File: src/rtl/bcd_updown_counter.sv
// Cascaded synchronous BCD up/down counter with parallel load and load validation.
// Optional BCD_DECODE_EN macro adds dec_n, an active-low one-of-ten decode of the units digit.
module bcd_updown_counter #(
    parameter int DIGITS = 2
) (
    input  logic                  clk,
    input  logic                  rst_n,
    input  logic                  en,
    input  logic                  up,
    input  logic                  load,
    input  logic [4*DIGITS-1:0]   load_val,
    output logic [4*DIGITS-1:0]   q,
    output logic                  tc,
`ifdef BCD_DECODE_EN
    output logic                  load_err,
    output logic [9:0]            dec_n
`else
    output logic                  load_err
`endif
);

    logic [DIGITS-1:0]   is_nine;
    logic [DIGITS-1:0]   is_zero;
    logic [DIGITS-1:0]   is_term;
    logic [DIGITS-1:0]   step;
    logic [4*DIGITS-1:0] q_next;
    logic                load_ok;

    always_comb begin
        load_ok = 1'b1;
        for (int k = 0; k < DIGITS; k++) begin
            if (load_val[4*k +: 4] > 4'd9) begin
                load_ok = 1'b0;
            end
        end
    end

    always_comb begin
        is_nine = '0;
        is_zero = '0;
        is_term = '0;
        for (int k = 0; k < DIGITS; k++) begin
            is_nine[k] = (q[4*k +: 4] == 4'd9);
            is_zero[k] = (q[4*k +: 4] == 4'd0);
            is_term[k] = up ? is_nine[k] : is_zero[k];
        end
    end

    // A digit steps only when every lower digit sits at its terminal value;
    // computed per digit from is_term so there is no combinational chain feedback.
    always_comb begin
        logic lower_term;
        step = '0;
        for (int k = 0; k < DIGITS; k++) begin
            lower_term = 1'b1;
            for (int j = 0; j < k; j++) begin
                lower_term = lower_term & is_term[j];
            end
            step[k] = en & lower_term;
        end
    end

    always_comb begin
        q_next = q;
        for (int k = 0; k < DIGITS; k++) begin
            if (step[k]) begin
                if (up) begin
                    q_next[4*k +: 4] = is_nine[k] ? 4'd0 : (q[4*k +: 4] + 4'd1);
                end else begin
                    q_next[4*k +: 4] = is_zero[k] ? 4'd9 : (q[4*k +: 4] - 4'd1);
                end
            end
        end
    end

    always_ff @(posedge clk or negedge rst_n) begin
        if (!rst_n) begin
            q        <= '0;
            load_err <= 1'b0;
        end else if (load) begin
            if (load_ok) begin
                q        <= load_val;
                load_err <= 1'b0;
            end else begin
                load_err <= 1'b1;
            end
        end else begin
            load_err <= 1'b0;
            if (en) begin
                q <= q_next;
            end
        end
    end

    assign tc = en & (up ? (&is_nine) : (&is_zero));

`ifdef BCD_DECODE_EN
    always_comb begin
        dec_n = '1;
        for (int d = 0; d < 10; d++) begin
            if (q[3:0] == 4'(d)) begin
                dec_n[d] = 1'b0;
            end
        end
    end
`endif

endmodule

File: config.mk
export PLATFORM = sky130hd
export DESIGN_NAME = bcd_updown_counter
export DESIGN_NICKNAME = d
export VERILOG_FILES = /design/src/rtl/bcd_updown_counter.sv
export SDC_FILE = /design/constraint.sdc
export NUM_CORES = 1
export LEC_CHECK = 0
export ABC_AREA = 1
export CAP_MARGIN = 15
export CORE_UTILIZATION = 50
export DETAILED_ROUTE_END_ITERATION = 8
export PLACE_DENSITY = 0.83
export SYNTH_ARGS = -nofsm -noshare
export SYNTH_HDL_FRONTEND = slang
export SYNTH_SLANG_ARGS = --single-unit
File: constraint.sdc
create_clock -name clk -period 2.05 [get_ports clk]
set_input_delay 0.205 -clock clk [delete_from_list [all_inputs] [get_ports clk]]
set_output_delay 0.205 -clock clk [all_outputs]
set_load 0.03 [all_outputs]
**Word-level counts from Yosys, hierarchy flattened**

Index checks and enable logic that the tools add are counted.

- Bitwise operators: 2
- Equal/unequal tests: 3
- Mux-type cells: 16
- Reductions and logical operators: 8
- $lt $le $gt $ge: 2
- $add $sub $neg: 4

Operators by type and width:

| operator | count |
|---|---|
| two-way mux 4 bit | 7 |
| two-way mux 8 bit | 3 |
| adder 4 x 1 -> 4 bit, second input constant | 2 |
| == test 4 bit, second input constant | 2 |
| greater-than comparator 4 bit, second input constant | 2 |
| logical NOT 4 bit | 2 |
| subtractor 4 x 1 -> 4 bit, second input constant | 2 |
| two-way mux 1 bit | 6 |
| AND reduction 2 bit | 3 |
| nonzero test 2 bit | 2 |
| AND reduction 3 bit | 1 |
| AND 1 bit | 2 |
| inequality test 2 x 1 -> 1 bit, second input constant | 1 |

- Output and inout bits: 10
- Word-level logic and storage cells: 38
- Bits of input ports: 13
- Flip-flop bits (word level): 9

**Depth between registers and ports, before layout**

Gate-level depths: netlist of the first run.

- Depth after elaboration: 6
- Depth in mapped cells: 9
- Gate-level depth less buffers: 9

**Worst setup path after synthesis of the first run**

Ideal clock, no wire load.

- Path kind: register -> output
- Start point: register q[5]
- End point: output port tc
- Required time: 1.845 ns
- Data arrival time: 1.858 ns
- Cell stages (with the launch flop): 4
- Buffers on the path: 0
- Path slack: -0.013 ns
- Cells stage by stage: dfrtp_1 > nor2_1 > a21oi_1 > nor4_1

- Longest elaborated chain between the ends: 4
- Elaborated cells between the ends (all ways): 6
- Classes of those cells: 1 x eq/ne; 1 x mux; 1 x bitwise; 3 x reduce/logical

RTL lines:

| element | line | source |
|---|---|---|
| start, declared | 12 | `output logic [4*DIGITS-1:0] q,` |
| start signal, assigned | 82 | `q <= load_val;` |
| start signal, assigned | 90 | `q <= q_next;` |
| == test 4 bit or logical NOT 4 bit (tied branches) | 43, 44 |  |
| AND reduction 2 bit | 95 | `assign tc = en & (up ? (&is_nine) : (&is_zero));` |
| two-way mux 1 bit (*) | 95 |  |
| AND 1 bit (*) | 95 |  |
| end, declared | 13 | `output logic tc,` |

Mark *: on every way between the ends. The rest lies on a longest branch, timed or not.

**Worst setup path in the final report of the first run**

- Start point: register q[4]
- End point: output port tc

Same word-level chain as after synthesis.

==> impl_metrics.json, run 1 <==
{
  "dp_hpwl_um": 1520,
  "ys_seq_area_share_pct": 27.9,
  "synthTopCellsByArea": "dfrtp_1, nand2_1, nand3_1, nor2_1, inv_1",
  "netlist_instances": 135,
  "diodes": 0,
  "portBuffers": 22,
  "ys_warn_count": 0,
  "synth_seq_cells": 9,
  "syn_area_per_cell_sq_um": 5.99,
  "viasPerCell": 5.31,
  "grt_max_degree": 12,
  "rows": 14,
  "cts_made_buffers": 3,
  "muxShareOfSynthArea_pct": 0,
  "cp-end-kind": "output pin",
  "synthesis.nets": 148,
  "grt-ovfl-total": 0,
  "run_status": "completed",
  "r2r_slack_ns": 0.75,
  "cp-start-kind": "register",
  "ys_types": 20,
  "total_power_uw": 928,
  "routed-via-count": 930,
  "antenna_left": 0,
  "netlist_area_sq_um": 808,
  "die_w_um": 42.2,
  "relSlewSlack_pct": 71.3,
  "initial_core_util_pct": 53.7,
  "fmax_mhz": 568,
  "coreArea_sq_um": 1510,
  "cts_hold_buf": 0,
  "drc": 0,
  "antenna_found_initial": 0,
  "synth_top_area_share_pct": 27.9,
  "num_io_pins": 23,
  "finalCriticalPeriod_ns": 1.76,
  "numClockSinks": 9,
  "cts_resized": 0,
  "placed_cell_area_sq_um": 1030,
  "crit_start": "q[4]$_DFFE_PN0P_",
  "worst_hold_path_type": "in -> async",
  "r2r-end": "q[7]$_DFFE_PN0P_",
  "finalCritPeriodShare_pct": 85.9,
  "powerDensity_nw_per_um2": 878,
  "grt_pass1_wl_um": 3310,
  "tns_ns": 0,
  "worstPathArrival_ns": 1.56,
  "critPathCapture": "tc",
  "drv_slew": 0,
  "gp_congestion": 0.924,
  "setup_viol": 0,
  "stdcell_count": 175,
  "cts_buffer_depth": 2,
  "hold_viol": 0,
  "skew_ns": 0.00150,
  "timing.max_cap.violations": 0,
  "crit_path_max_fanout": 8,
  "place_inst": 171,
  "netlist.top_cell.by_area": "dfrtp_1",
  "rr_worst_depth": 8,
  "grt_util_all_layers_pct": 24.3,
  "grt_pass1_vias": 795,
  "layout.nets": 173,
  "cts_tree": "done",
  "wl_um": 1950,
  "synth_top_family_by_area": "simple AND/OR/NAND/NOR gates",
  "worstSetupPathType": "reg -> out",
  "p_leak_uw": 0.000530,
  "cp_data_required_time_ns": 1.85,
  "cts_root_buffer": "clkbuf_4",
  "synth_xor_area_share_pct": 0,
  "drt-pass1-iter-count": 4,
  "clock_latency_ns": 0.27,
  "wl_per_cell_um": 11.1,
  "r2r-start": "q[4]$_DFFE_PN0P_",
  "dieArea_sq_um": 1780,
  "synth_compound_area_share_pct": 8.67,
  "area_delta_synth_final_pct": 30.6,
  "fp.dieH_um": 42.2,
  "synthSimpleGateAreaFrac_pct": 52.8,
  "peakVddDrop_mv": 0.683,
  "rsz0062_at_grt": "no",
  "cts-htree-levels": 1,
  "worst_pin_slew_ns": 0.430,
  "clk_pin_slew_ns": 0.07,
  "final_area_sq_um": 1060,
  "cts_setup_buffers": 0,
  "drt-initial-drc-count": 28,
  "synth_fa_ha_area_share_pct": 0,
  "drive_gt1_share_pct": 11.9
}
-- cells by family after synthesis --
logic type	count (synthesis)
AND/OR/NAND/NOR	93
buffers and inverters	19
AO/OA/AOI/OAI	14
flip-flops	9
-- worst min-delay path by stage --
| stage | end | depth (start not counted) | start |
|---|---|---|---|
| CTS | q[1]$_DFFE_PN0P_ | 1 | rst_n |
| detailed placement | q[7]$_DFFE_PN0P_ | 1 | rst_n |
| floorplan | load_err$_DFF_PN0_ | 0 | rst_n |
| global placement | q[5]$_DFFE_PN0P_ | 1 | rst_n |
| finish | q[1]$_DFFE_PN0P_ | 1 | rst_n |
| global route | q[1]$_DFFE_PN0P_ | 1 | rst_n |
-- synthesized netlist by cell type --
| library cell | count |
|---|---|
| nand3_1 | 17 |
| inv_1 | 12 |
| nor2_1 | 13 |
| nor2_4 | 1 |
| inv_2 | 5 |
| dfrtp_1 | 9 |
| nor2_2 | 1 |
| a21oi_1 | 2 |
| nand2_4 | 1 |
| nand3_2 | 3 |
| or2_2 | 1 |
| nand4_1 | 1 |
| nand2_2 | 2 |
| nand2_1 | 49 |
| o21ai_0 | 7 |
| or2_0 | 1 |
| or2_1 | 2 |
| nor4_1 | 1 |
| o21ai_1 | 5 |
| buf_6 | 2 |
-- stage by stage --
| stage | hold slack [ns] | utilization, % | setup WS, ns |
|---|---|---|---|
| final | 0.240 | 70.1 | 0.290 |
| after global routing | 0.289 | 70.1 | 0.150 |
| after CTS | 0.255 | 70.1 | 0.282 |
| after detailed placement | 0.543 | 68.4 | 0.402 |
| after global placement | 0.524 | 68.4 | 0.453 |
| after floorplan | -0.0906 | - | 0.310 |
-- layout make-up --
cell class	instances	area, sq um
clock buffer	4	26.3
fill	137	450
inverter	17	63.8
multi-input combinational	107	503
sequential	9	225
tap	16	20.0
timing repair buffer	22	218
-- state kept, by name (all words and copies together) (netlist names) --
name	flops
q	8
load_err	1
-- power by group --
part | switching, uW | total, uW | internal [uW]
Sequential | 72.4 | 289 | 217
Clock | 69.5 | 145 | 75.4
Combinational | 301 | 494 | 193
-- cells in the final DEF (no fill, tap or decap) --
cell type,n
buf_4,1
clkbuf_1,1
nand3_1,17
dfrtp_1,9
o21ai_1,5
nand3_2,3
or2_1,2
inv_1,12
or2_0,1
o21ai_0,7
nand4_1,1
clkdlybuf4s50_1,21
nor2_1,13
nand2_2,2
nand2_4,1
a21oi_1,2
nor2_2,1
or2_2,1
nand2_1,49
clkbuf_4,3
nor2_4,1
inv_2,5
nor4_2,1
-- metal layers --
layer  GRT usage, %  wire, um  up-vias
met5              0         0        -
met4           13.8        41        0
met3           1.29        92        5
met2           36.6       894       31
met1           34.7       922      414
li1               -         -      480
-- worst max-delay path: stages (launching register included) --
cell,delay [ns]
dfrtp_1,0.45
nor2_1,0.24
a21oi_1,0.14
nor4_2,0.26
buf_4,0.20
Note: power is estimated with default switching activity, not from simulation.
==> run 2: changes to the inputs <==
--- a/config.mk
+++ b/config.mk
@@ -8,6 +8,7 @@
 export ABC_AREA = 1
 export CAP_MARGIN = 15
 export CORE_UTILIZATION = 50
+export CTS_CLUSTER_SIZE = 12
 export DETAILED_ROUTE_END_ITERATION = 8
 export PLACE_DENSITY = 0.83
 export SYNTH_ARGS = -nofsm -noshare
==> results of run 2 <==
The final DEF is identical to that of run 1; final timing and power are the same.
==> run 3: changes to the inputs <==
--- a/config.mk
+++ b/config.mk
@@ -7,6 +7,7 @@
 export LEC_CHECK = 0
 export ABC_AREA = 1
 export CAP_MARGIN = 15
+export CORE_ASPECT_RATIO = 0.9
 export CORE_UTILIZATION = 50
 export CTS_CLUSTER_SIZE = 12
 export DETAILED_ROUTE_END_ITERATION = 8
==> run 3 against run 2 <==
Net effect:
- combinational power about the same
- cell count increased by 3.4%
- die area barely moved
- global-route usage up 0.21 points
- register-to-register slack got worse by 0.02 ns
- fmax decreased by 2.3%
- critical endpoint unchanged
- largest cell class unchanged
- highest routed layer unchanged
==> impl_metrics.json, run 3 (synthesis gave the netlist of run 1 again) <==
{
  "grt_util_all_layers_pct": 24.6,
  "fill_cells": 123,
  "cp-end-kind": "output pin",
  "wl_um": 1960,
  "dieArea_sq_um": 1780,
  "mostFrequentLayoutCells": "nand2_1, clkdlybuf4s50_1, nand3_1",
  "dp_hpwl_um": 1570,
  "finalCritPeriodShare_pct": 87.9,
  "cts_made_buffers": 3,
  "peakVddDrop_mv": 0.607,
  "worstSetupPathType": "reg -> out",
  "viasPerCell": 5.13,
  "finalCriticalPeriod_ns": 1.80,
  "drive_gt1_share_pct": 11.9,
  "hold_viol": 0,
  "initial_core_util_pct": 54.6,
  "relSlewSlack_pct": 71.5,
  "wl_per_cell_um": 10.8,
  "cp-start-kind": "register",
  "cts_resized": 0,
  "r2r_slack_ns": 0.73,
  "coreArea_sq_um": 1480,
  "worst_pin_slew_ns": 0.427,
  "numClockSinks": 9,
  "skew_ns": 0.00125,
  "drt-initial-drc-count": 47,
  "num_io_pins": 23,
  "worst_hold_path_type": "in -> async",
  "rsz0062_at_grt": "no",
  "portBuffers": 22,
  "clock_latency_ns": 0.26,
  "grt-ovfl-total": 0,
  "routed-via-count": 928,
  "rr_worst_depth": 8,
  "clk_pin_slew_ns": 0.06,
  "grt_max_degree": 12,
  "mostFrequentLayoutCell": "nand2_1",
  "crit_start": "q[4]$_DFFE_PN0P_",
  "cp_data_required_time_ns": 1.85,
  "stdcell_count": 181,
  "whs_ns": 0.242,
  "fmax_mhz": 555,
  "grt_pass1_wl_um": 3090,
  "cts_root_buffer": "clkbuf_4",
  "gp_congestion": 0.868,
  "rows": 13,
  "cts_buffer_depth": 2,
  "setup_viol": 0,
  "place_inst": 177,
  "drc": 0,
  "powerDensity_nw_per_um2": 869,
  "area_delta_synth_final_pct": 31.6,
  "timing.max_cap.violations": 0,
  "diodes": 0,
  "r2r-start": "q[4]$_DFFE_PN0P_",
  "antenna_found_initial": 0,
  "cts_hold_buf": 0,
  "total_power_uw": 924,
  "worstPathArrival_ns": 1.60,
  "cts_tree": "done",
  "fp.dieH_um": 40.1,
  "cts_setup_buffers": 0,
  "p_leak_uw": 0.000530,
  "run_status": "completed",
  "die_w_um": 44.4,
  "crit_path_max_fanout": 8,
  "layout.nets": 173,
  "reg.largest.list": "q (8), load_err (1)",
  "antenna_left": 0,
  "drv_slew": 0,
  "top_register": "q",
  "largest_register_ffs": 8,
  "drt-pass1-iter-count": 4,
  "fin_util_pct": 71.9,
  "tns_ns": 0,
  "grt_pass1_vias": 747,
  "cts-htree-levels": 1
}
run 3: critical path: stages, from the launching register on:
cell     delay, ns
dfrtp_1       0.46
nor2_1        0.24
a21oi_1       0.14
nor4_2        0.28
buf_4         0.20
run 3: routing by layer:
layer / vias to the layer above / share of wire [%] / global-route usage (%)
li1: 479 / - / -
met1: 415 / 50 / 33.1
met2: 30 / 45 / 39.7
met3: 4 / 4.1 / 2.70
met4: 0 / 1.2 / 12.1
met5: - / 0 / 0
run 3: layout make-up:
type	count	area (sq um)	area share, %
clock buffers	4	26.3	2.47
inverters	17	63.8	6.00
multi-input cells	107	503	47.3
flip-flops and latches	9	225	21.2
well taps	22	27.5	2.59
repair buffers	22	218	20.5
run 3: through the flow:
step	cell area [sq um]	setup slack [ns]
finish	1060	0.248
global route	1060	0.138
CTS	1060	0.246
detailed placement	1040	0.394
global placement	1040	0.408
floorplan	815	0.310
run 3: final timing paths:
path                                           end
worst max-delay path                            tc
worst min-delay path              q[0]$_DFFE_PN0P_
worst max register to register    q[7]$_DFFE_PN0P_
worst min register to register    q[6]$_DFFE_PN0P_
max in group asynchronous         q[4]$_DFFE_PN0P_
min in group clk                load_err$_DFF_PN0_
run 3: power breakdown:
group          switching, uW  internal [uW]
Clock                   63.9           75.1
Combinational            300            193
Sequential              75.2            217
Total                    439            485
